===== src/rtl/uart_pkg.sv =====
// Shared UART definitions: FSM state encoding and line-level constants,
// common to the transmitter and the receiver.
package uart_pkg;

  localparam int unsigned UART_DATA_BITS  = 8;
  localparam logic        UART_IDLE_LEVEL = 1'b1;

  typedef enum logic [2:0] {
    IDLE,
    START,
    DATA,
    PARITY,
    STOP
  } uart_state_e;

endpackage


===== src/rtl/uart_tx_fifo.sv =====
// Synchronous FIFO for the UART transmit path. The head entry is visible
// combinationally on rdata. A push while full is dropped, even if a pop
// happens on the same edge.
module uart_tx_fifo #(
  parameter int unsigned WIDTH = 8,
  parameter int unsigned DEPTH = 4
) (
  input  logic             clk,
  input  logic             rst,
  input  logic             push,
  input  logic             pop,
  input  logic [WIDTH-1:0] wdata,
  output logic [WIDTH-1:0] rdata,
  output logic             full,
  output logic             empty
);

  localparam int unsigned AW = $clog2(DEPTH);

  // One extra pointer bit tells full apart from empty.
  logic [AW:0]      wptr_q, wptr_d;
  logic [AW:0]      rptr_q, rptr_d;
  logic [WIDTH-1:0] mem_q [DEPTH];
  logic             do_push;
  logic             do_pop;

  always_comb begin
    full    = (wptr_q[AW] != rptr_q[AW]) && (wptr_q[AW-1:0] == rptr_q[AW-1:0]);
    empty   = (wptr_q == rptr_q);
    do_push = push && !full;
    do_pop  = pop && !empty;
    wptr_d  = do_push ? wptr_q + (AW+1)'(1) : wptr_q;
    rptr_d  = do_pop  ? rptr_q + (AW+1)'(1) : rptr_q;
    rdata   = mem_q[rptr_q[AW-1:0]];
  end

  always_ff @(posedge clk) begin
    if (rst) begin
      wptr_q <= '0;
      rptr_q <= '0;
    end else begin
      wptr_q <= wptr_d;
      rptr_q <= rptr_d;
    end
  end

  always_ff @(posedge clk) begin
    if (do_push) mem_q[wptr_q[AW-1:0]] <= wdata;
  end

endmodule


===== src/rtl/uart_transmitter.sv =====
// UART transmit stage: FIFO-buffered bytes serialised as start/8 data/stop
// frames at OVERSAMPLE clocks per bit. Define UART_TX_PARITY_EN for even parity.
module uart_transmitter
  import uart_pkg::*;
#(
  parameter int unsigned OVERSAMPLE = 16,
  parameter int unsigned STOP_BITS  = 1,
  parameter int unsigned FIFO_DEPTH = 4
) (
  input  logic                      sampleclk,
  input  logic                      reset,
  input  logic [UART_DATA_BITS-1:0] TX_DATA,
  input  logic                      TX_EN,
  output logic                      TX_STATUS,
  output logic                      TX_BUSY,
  output logic                      UART_TX
);

  localparam int unsigned TW = $clog2(OVERSAMPLE);

  uart_state_e               state_q;
  logic                      tx_q;
  logic [TW-1:0]             tick_q;
  logic [2:0]                bit_q;
  logic [UART_DATA_BITS-1:0] shift_q;
`ifdef UART_TX_PARITY_EN
  logic                      parity_q;
`endif

  logic                      fifo_full;
  logic                      fifo_empty;
  logic [UART_DATA_BITS-1:0] fifo_rdata;
  logic                      tick_end;
  logic [TW-1:0]             tick_nxt;
  logic                      last_stop;
  logic                      pop;

  uart_tx_fifo #(
    .WIDTH (UART_DATA_BITS),
    .DEPTH (FIFO_DEPTH)
  ) u_fifo (
    .clk   (sampleclk),
    .rst   (reset),
    .push  (TX_EN),
    .pop   (pop),
    .wdata (TX_DATA),
    .rdata (fifo_rdata),
    .full  (fifo_full),
    .empty (fifo_empty)
  );

  // Popping on the final stop tick chains frames with no idle gap.
  always_comb begin
    tick_end  = (tick_q == TW'(OVERSAMPLE - 1));
    tick_nxt  = tick_end ? '0 : tick_q + TW'(1);
    last_stop = (state_q == STOP) && tick_end && (bit_q == 3'(STOP_BITS - 1));
    pop       = !fifo_empty && ((state_q == IDLE) || last_stop);
  end

  always_ff @(posedge sampleclk) begin
    if (reset) begin
      state_q  <= IDLE;
      tx_q     <= UART_IDLE_LEVEL;
      tick_q   <= '0;
      bit_q    <= '0;
      shift_q  <= '0;
`ifdef UART_TX_PARITY_EN
      parity_q <= 1'b0;
`endif
    end else begin
      case (state_q)
        IDLE: begin
          tx_q <= UART_IDLE_LEVEL;
          if (pop) begin
            state_q  <= START;
            tx_q     <= ~UART_IDLE_LEVEL;
            tick_q   <= '0;
            shift_q  <= fifo_rdata;
`ifdef UART_TX_PARITY_EN
            parity_q <= ^fifo_rdata;
`endif
          end
        end
        START: begin
          tick_q <= tick_nxt;
          if (tick_end) begin
            state_q <= DATA;
            bit_q   <= '0;
            tx_q    <= shift_q[0];
          end
        end
        DATA: begin
          tick_q <= tick_nxt;
          if (tick_end) begin
            if (bit_q == 3'(UART_DATA_BITS - 1)) begin
              bit_q   <= '0;
`ifdef UART_TX_PARITY_EN
              state_q <= PARITY;
              tx_q    <= parity_q;
`else
              state_q <= STOP;
              tx_q    <= UART_IDLE_LEVEL;
`endif
            end else begin
              bit_q   <= bit_q + 3'd1;
              shift_q <= shift_q >> 1;
              tx_q    <= shift_q[1];
            end
          end
        end
`ifdef UART_TX_PARITY_EN
        PARITY: begin
          tick_q <= tick_nxt;
          if (tick_end) begin
            state_q <= STOP;
            bit_q   <= '0;
            tx_q    <= UART_IDLE_LEVEL;
          end
        end
`endif
        STOP: begin
          tick_q <= tick_nxt;
          if (last_stop) begin
            bit_q <= '0;
            if (pop) begin
              state_q  <= START;
              tx_q     <= ~UART_IDLE_LEVEL;
              shift_q  <= fifo_rdata;
`ifdef UART_TX_PARITY_EN
              parity_q <= ^fifo_rdata;
`endif
            end else begin
              state_q <= IDLE;
            end
          end else if (tick_end) begin
            bit_q <= bit_q + 3'd1;
          end
        end
        default: begin
          state_q <= IDLE;
          tx_q    <= UART_IDLE_LEVEL;
        end
      endcase
    end
  end

  assign UART_TX   = tx_q;
  assign TX_STATUS = ~fifo_full;
  assign TX_BUSY   = (state_q != IDLE) | ~fifo_empty;

endmodule


===== config.mk =====
export PLATFORM = sky130hd
export DESIGN_NAME = uart_transmitter
export DESIGN_NICKNAME = d
export VERILOG_FILES = /design/src/rtl/uart_pkg.sv /design/src/rtl/uart_tx_fifo.sv /design/src/rtl/uart_transmitter.sv
export SDC_FILE = /design/constraint.sdc
export NUM_CORES = 1
export LEC_CHECK = 0
export CAP_MARGIN = 20
export CORE_MARGIN = 1
export CORE_UTILIZATION = 30
export CTS_CLUSTER_DIAMETER = 30
export DETAILED_ROUTE_END_ITERATION = 7
export HOLD_SLACK_MARGIN = 0.08
export PLACE_DENSITY = 0.5
export SETUP_SLACK_MARGIN = 0.5
export SYNTH_ARGS = -nofsm -noshare
export SYNTH_HDL_FRONTEND = slang
export SYNTH_SLANG_ARGS = --single-unit

===== constraint.sdc =====
create_clock -name sampleclk -period 2.2 [get_ports sampleclk]
set_input_delay 0.33 -clock sampleclk [delete_from_list [all_inputs] [get_ports sampleclk]]
set_output_delay 0.33 -clock sampleclk [all_outputs]
set_load 0.01 [all_outputs]

==> summary.txt, run 1 <==
Run status
  • Run status: complete, no violations

Clock network
  • CTS tree: yes
  • Total number of H-tree levels: 3
  • Number of clock buffers inserted by TritonCTS: 9
  • TritonCTS Sinks: 59
  • Buffer levels on the longest clock path: 2
  • Clock latency on the worst-skew pair: 0.34 ns
  • Clock transition at the register clock pins on the worst setup and hold paths after CTS: 0.07 ns
  • Root Driver: clkbuf_8

Detailed routing
  • DR vias: 1879
  • Detailed router's first-iteration violation count: 65
  • Detailed-routing iteration count for the pre-antenna-repair pass: 4
  • Final WL: 5619 um
  • Remaining design rule violation count: 0
  • Routed len/inst: 14.59 um
  • Vias per std cell: 4.881
  • Remaining antenna violation count after routing: 0

Pwr
  • Areal power density over the cells: 1112 nW/um^2
  • Leakage Power: 1.283 nW
  • Max rail drop VDD: 0.0006016 V

STA
  • Least-Margin Pin Slew: 0.4401 ns
  • Post-Route Skew: 0.007869 ns
  • Final count of negative-setup-slack endpoints: 0
  • Highest clock frequency the design can meet: 0.5666 GHz
  • Hold Violations, Final: 0
  • RSZ-0062 raised after global routing: true
  • Max transition margin: 70.57%
  • Hold WS: 0.4726 ns
  • Final max-slew violation count: 0
  • Final total negative setup slack: 0 ns
  • Clock period minus final worst setup slack: 1.765 ns
  • Final clock period utilization by the worst path: 80.23%

GRT
  • Antenna violations before repair: 0
  • Global-route wire length before repair: 9708 um
  • Overall track demand over capacity in global routing: 13.18%
  • Remaining Overflow, GRT: 0
  • Via count of the first global-routing pass: 1961
  • Maximum number of pins on one net before global-route repair: 14

Synth
  • Syn Nets: 247
  • Number of distinct library cells after synthesis: 49
  • Cell Area, Synth: 2813 um^2
  • Register bit total from synthesis: 59
  • Sequential area share after synthesis: 53.38%
  • Ys async rst share: 0%
  • Leading register cell type out of synthesis: edfxtp_1
  • Warnings from Yosys: 0
  • Syn Inst Count: 227
  • Mean Syn Cell Area: 12.39 um^2
  • Post-synth EDFFs: 32

Setup path
  • Largest fanout of any net on the critical path: 4
  • CP required: 1.87 ns
  • Data arrival at the endpoint of the critical path: 1.44 ns
  • Kind of launch point of the worst setup path: flip-flop
  • Start of the worst register-to-register path: bit_q[0]$_SDFFE_PP0P_
  • Endpoint kind of the worst setup timing path: primary output
  • Launch point of the critical path: u_fifo.wptr_q[1]$_SDFFE_PP0P_
  • Type of the worst setup path: flip-flop to primary output

Floorplanning
  • Die height: 98.83 um
  • # IOs: 14
  • Horizontal die dimension: 98.83 um
  • Std-Cell Rows: 34
  • Die area: 9766 um^2
  • Core area: 8891 um^2
  • Initial standard-cell utilization of the core: 31.64%

Layout
  • Filler Cells Inserted: 806
  • Nets@finish: 292
  • Synth-to-layout area growth: 31.85%
  • Ant diodes: 0
  • Fraction of layout cells with a size suffix above 1: 41.52%
  • Area used by multi-input combinational logic: 1413 um^2
  • Area of all placed cells without fillers: 3709 um^2
  • Register Area: 1524 um^2

Min path
  • Worst hold path type: flip-flop to flip-flop
  • Launch instance of the worst min-delay path: shift_q[4]$_SDFFE_PP0P_

Flow run
  • Max-capacitance violation count: 0

Placed design
  • Placed inst area: 3254 um^2
  • Final HPWL DP: 3852 um
  • Count of port buffers added during placement: 13
  • Routability congestion estimate: 0.7084
==> sequential cells by signal (all words and copies together) (netlist names), named ones only <==
| signal | count |
|---|---|
| u_fifo.wptr_q | 3 |
| u_fifo.mem_q | 32 |
| shift_q | 8 |
| UART_TX | 1 |
| tick_q | 4 |
| bit_q | 3 |
| u_fifo.rptr_q | 3 |
| state_q | 3 |
==> cell type report <==
class | count | area share [%]
timing repair buffer | 44 | 10.19
multi-input combinational | 142 | 38.09
clock buffer | 9 | 3.340
clock inverter | 7 | 2.024
inverter | 16 | 1.619
sequential | 59 | 41.09
tap | 108 | 3.644
==> cell usage after synthesis, types with 2 or more instances <==
cell type	n	area (um^2)
edfxtp_1	32	960.9
dfxtp_1	27	540.5
inv_1	16	60.06
a21oi_1	13	65.06
nor2_1	12	45.04
ha_1	9	112.6
mux2_2	9	101.4
nor4_1	9	56.30
mux4_2	8	180.2
a211oi_1	7	52.55
nand2b_1	6	37.54
o21ai_0	6	30.03
nand3_1	5	25.02
nor2b_1	5	31.28
nor3_1	5	25.02
and2_1	4	25.02
nand2_1	4	15.01
a311oi_1	3	26.28
buf_2	3	15.01
mux2i_1	3	30.03
or3_1	3	18.77
xnor2_1	3	26.28
xor2_2	3	48.80
a41oi_1	2	17.52
buf_6	2	22.52
clkbuf_1	2	7.510
o2bb2ai_1	2	17.52
o31a_1	2	17.52
o31ai_1	2	15.01
==> kinds of logic after synthesis <==
logic type                 share of synthesized area [%]
muxes                                              11.08
AOI/OAI and AO/OA                                  10.99
xor gates and xnor gates                           2.981
DFF                                                53.38
and+or+nand+nor                                    12.90
adders and majority gates                          4.004
buffers and inverters                              4.671
==> placed cells by master (no fill, tap or decap), drive strengths merged, types with 8 or more instances in the layout <==
cell and n:
a21oi 13, clkbuf 9, nor2 12, mux2 9, edfxtp 32, inv 19, nor4 10, buf 33
mux4 8, dfxtp 27, ha 9, clkdlybuf4s50 11
==> stage by stage <==
| stage | std cells | util [%] | total power [mW] | setup WS [ns] |
|---|---|---|---|---|
| floorplan | 227 | - | 2.441 | 0.4809 |
| global placement | 360 | 36.60 | 2.837 | 0.2917 |
| detailed placement | 360 | 36.60 | 2.845 | 0.2506 |
| CTS | 384 | 41.02 | 4.092 | 0.3881 |
| global route | 385 | 41.71 | 4.374 | 0.3275 |
| finish | 385 | 41.71 | 4.125 | 0.4349 |
==> path summary, 6_finish.rpt <==
kind	to	slack, ns	cells after the start
hold reg to reg	shift_q[4]$_SDFFE_PP0P_	0.47	2
hold / removal	shift_q[4]$_SDFFE_PP0P_	0.47	2
setup reg to reg	shift_q[1]$_SDFFE_PP0P_	0.47	5
setup / recovery	TX_BUSY	0.43	5
==> routing by layer <==
metal | up-vias | global-route usage, % | share of wire [%]
li1 | 944 | - | -
met1 | 904 | 16.79 | 49
met4 | 0 | 7.577 | 2.2
met3 | 9 | 2.837 | 2.3
met2 | 22 | 20.71 | 47
met5 | - | 0 | 0
==> worst max-delay path: stages, from the launching register on <==
cell and delay, ns:
dfxtp_4 0.37, xor2_4 0.19, nor4b_2 0.25, buf_4 0.15
inv_2 0.03, buf_6 0.10
==> power breakdown <==
part           total [mW]  switching (mW)  leakage, nW  internal (mW)
combinational        1.62           0.761        0.668          0.856
clock                1.01           0.483       0.0943          0.531
sequential           1.49           0.141        0.521           1.35
total                4.12            1.38         1.28           2.74
==> what timing repair did <==
item,4_1_cts,5_1_grt
pin swaps,7,6
hold buffers,0,0
buffers inserted,8,1
cloned,0,0
resized for setup,41,11
endpoints found under the setup margin,48,37
Note: power is estimated with default switching activity, not from simulation.
==> inputs of run 2 (changes only) <==
==> constraint.sdc (replaced) <==
create_clock -name sampleclk -period 1.78 [get_ports sampleclk]
set_input_delay 0.267 -clock sampleclk [delete_from_list [all_inputs] [get_ports sampleclk]]
set_output_delay 0.267 -clock sampleclk [all_outputs]
set_load 0.01 [all_outputs]
==> summary.txt, run 2 (same netlist as run 1, synthesis figures left out) <==
Pwr
  • Leakage Power: 1.351 nW (+5.3%)
  • Max rail drop VDD: 0.0005793 V (-3.7%)
  • Areal power density over the cells: 1332 nW/um^2 (+20%)

Floorplanning
  • # IOs: 14 (unchanged)
  • Core area: 8891 um^2 (unchanged)
  • Horizontal die dimension: 98.83 um (unchanged)
  • Die height: 98.83 um (unchanged)
  • Die area: 9766 um^2 (unchanged)
  • Initial standard-cell utilization of the core: 31.64% (unchanged)
  • Std-Cell Rows: 34 (unchanged)

STA
  • Hold Violations, Final: 0 (unchanged)
  • Final max-slew violation count: 0 (unchanged)
  • Final Worst Setup Slack: 0.1028 ns (-0.3322 ns)
  • Post-Route Skew: 0.01050 ns (+0.002633 ns)
  • Highest clock frequency the design can meet: 0.5962 GHz
  • RSZ-0062 raised after global routing: true
  • Final total negative setup slack: 0 ns (unchanged)
  • Max transition margin: 74.30% (+3.7 points)
  • Final count of negative-setup-slack endpoints: 0 (unchanged)
  • Clock period minus final worst setup slack: 1.677 ns
  • Final clock period utilization by the worst path: 94.23%
  • Least-Margin Pin Slew: 0.3814 ns (-0.05865 ns)

Min path
  • WHS Path Cells: 2 (unchanged)
  • Worst hold path type: flip-flop to flip-flop
  • Worst Hold Path EP: shift_q[6]$_SDFFE_PP0P_
  • Launch instance of the worst min-delay path: shift_q[6]$_SDFFE_PP0P_

Layout
  • Ant diodes: 0 (unchanged)
  • Filler Cells Inserted: 825 (+2.4%)
  • Most common cell after layout, fill and taps aside: edfxtp_1
  • Cell Count, Final, Fillers Out: 391 (+1.6%)
  • Area of all placed cells without fillers: 3905 um^2 (+5.3%)
  • Synth-to-layout area growth: 38.83%
  • Nets@finish: 298 (+2.1%)
  • Register Area: 1535 um^2 (+0.74%)
  • Flip-flop count of the largest register after layout: 32 (unchanged)
  • Area used by multi-input combinational logic: 1540 um^2 (+9.0%)
  • Most frequent cells in the layout: edfxtp_1, buf_4, dfxtp_1, inv_1
  • Fraction of layout cells with a size suffix above 1: 48.41% (+6.9 points)

Setup path
  • Data arrival at the endpoint of the critical path: 1.92 ns (+0.48 ns)
  • Capture instance of the worst register-to-register path: shift_q[0]$_SDFFE_PP0P_
  • Kind of launch point of the worst setup path: flip-flop
  • Cell count along the critical path: 6 (+1)
  • CP required: 2.03 ns (+0.16 ns)
  • Start of the worst register-to-register path: tick_q[1]$_SDFFE_PP0P_
  • Type of the worst setup path: flip-flop to flip-flop
  • Endpoint kind of the worst setup timing path: flip-flop
  • Setup slack of the most critical reg-to-reg path: 0.10 ns (-0.37 ns)
  • Number of buffer and inverter instances along the worst setup path: 1 (-2)
  • Master of the slowest instance on the critical path: dfxtp_4
  • CP cell instances: ha_4 -> nand3_4 -> o31a_4 -> or3_1 -> buf_6 -> a211oi_2
  • Delay of the slowest cell on the worst path: 0.37 ns (about the same)
  • R2r worst-path depth: 6 (+1)
  • Family with the most delay on the worst path: compound AO/OA/AOI/OAI gates
  • Largest fanout of any net on the critical path: 8 (+4)

Detailed routing
  • Remaining antenna violation count after routing: 0 (unchanged)
  • Routed len/inst: 14.96 um (+2.5%)
  • DR vias: 1938 (+3.1%)
  • Detailed-routing iteration count for the pre-antenna-repair pass: 4 (unchanged)
  • Remaining design rule violation count: 0 (unchanged)
  • Final WL: 5849 um (+4.1%)
  • Vias per std cell: 4.957 (+1.6%)
  • Detailed router's first-iteration violation count: 44 (-32%)

Clock network
  • TritonCTS Sinks: 59 (unchanged)
  • CTS tree: yes
  • Clock latency on the worst-skew pair: 0.33 ns (about the same)
  • Total of hold buffers inserted after clock tree synthesis: 0 (unchanged)
  • Total number of H-tree levels: 3 (unchanged)
  • Number of clock buffers inserted by TritonCTS: 9 (unchanged)
  • Root Driver: clkbuf_8
  • Clock transition at the register clock pins on the worst setup and hold paths after CTS: 0.07 ns (about the same)
  • Buffer levels on the longest clock path: 2 (unchanged)

GRT
  • Remaining Overflow, GRT: 0 (unchanged)
  • Antenna violations before repair: 0 (unchanged)
  • Overall track demand over capacity in global routing: 12.92% (-0.26 points)
  • Global-route wire length before repair: 9708 um (unchanged)
  • Maximum number of pins on one net before global-route repair: 31 (+17)
  • Via count of the first global-routing pass: 1906 (-2.8%)

Run status
  • Run status: complete, no violations

Placed design
  • Count of port buffers added during placement: 13 (unchanged)
  • Number of cells in the design after placement: 360 (unchanged)
  • Routability congestion estimate: 0.7624 (+7.6%)
  • Placed inst area: 3379 um^2 (+3.8%)
  • Final HPWL DP: 3852 um (unchanged)
  • Worst slack at placement: 0.01972 ns (-0.2309 ns)

Flow run
  • Max-capacitance violation count: 0 (unchanged)
-- run 2: area by class of cell --
cell class / instances / area share (%)
clock inverters: 6 / 1.698
flip-flops and latches: 59 / 39.31
inverters: 16 / 1.538
well taps: 108 / 3.460
clock buffers: 10 / 3.268
multi-input cells: 143 / 39.44
repair buffers: 49 / 11.28
-- run 2: worst max-delay path by stage --
stage	start	slack (ns)	end
3_3_place_gp	bit_q[1]$_SDFFE_PP0P_	0.03	shift_q[1]$_SDFFE_PP0P_
2_1_floorplan	tick_q[1]$_SDFFE_PP0P_	0.06	shift_q[0]$_SDFFE_PP0P_
4_1_cts	tick_q[0]$_SDFFE_PP0P_	0.1	shift_q[0]$_SDFFE_PP0P_
3_5_place_dp	bit_q[1]$_SDFFE_PP0P_	0.02	shift_q[5]$_SDFFE_PP0P_
6_report	tick_q[1]$_SDFFE_PP0P_	0.10	shift_q[0]$_SDFFE_PP0P_
5_1_grt	tick_q[1]$_SDFFE_PP0P_	0.04	shift_q[1]$_SDFFE_PP0P_
-- run 2: what timing repair did --
action	in CTS	in global routing
setup endpoints to repair	62	61
buffers inserted	7	7
endpoints found under the hold margin	0	0
gates resized for setup	38	19
gates cloned	1	0
pin swaps	9	11
-- run 2: metal layers --
| metal | global-route usage (%) | share of wire (%) | vias to the layer above |
|---|---|---|---|
| met5 | 0 | 0 | - |
| met4 | 5.970 | 1.7 | 0 |
| met3 | 2.695 | 2.5 | 9 |
| met2 | 21.03 | 50 | 19 |
| met1 | 16.52 | 46 | 953 |
| li1 | - | - | 957 |
-- run 2: tightest hold or removal path: stages, from the launching register on --
cell and delay, ns:
dfxtp_1 0.31, inv_1 0.06, a211oi_2 0.05
-- run 2: stage by stage --
step / power [mW] / hold slack, ns / util, %
floorplan: 3.150 / 0.3659 / -
global placement: 3.674 / 0.4543 / 38.01
detailed placement: 3.689 / 0.4589 / 38.01
CTS: 5.117 / 0.4697 / 42.40
global route: 5.511 / 0.4837 / 43.92
finish: 5.203 / 0.4693 / 43.92
-- run 2: power by group --
group / internal [mW] / switching [mW]
registers: 1.67 / 0.159
clock network: 0.646 / 0.550
logic: 1.13 / 1.05
total: 3.45 / 1.76
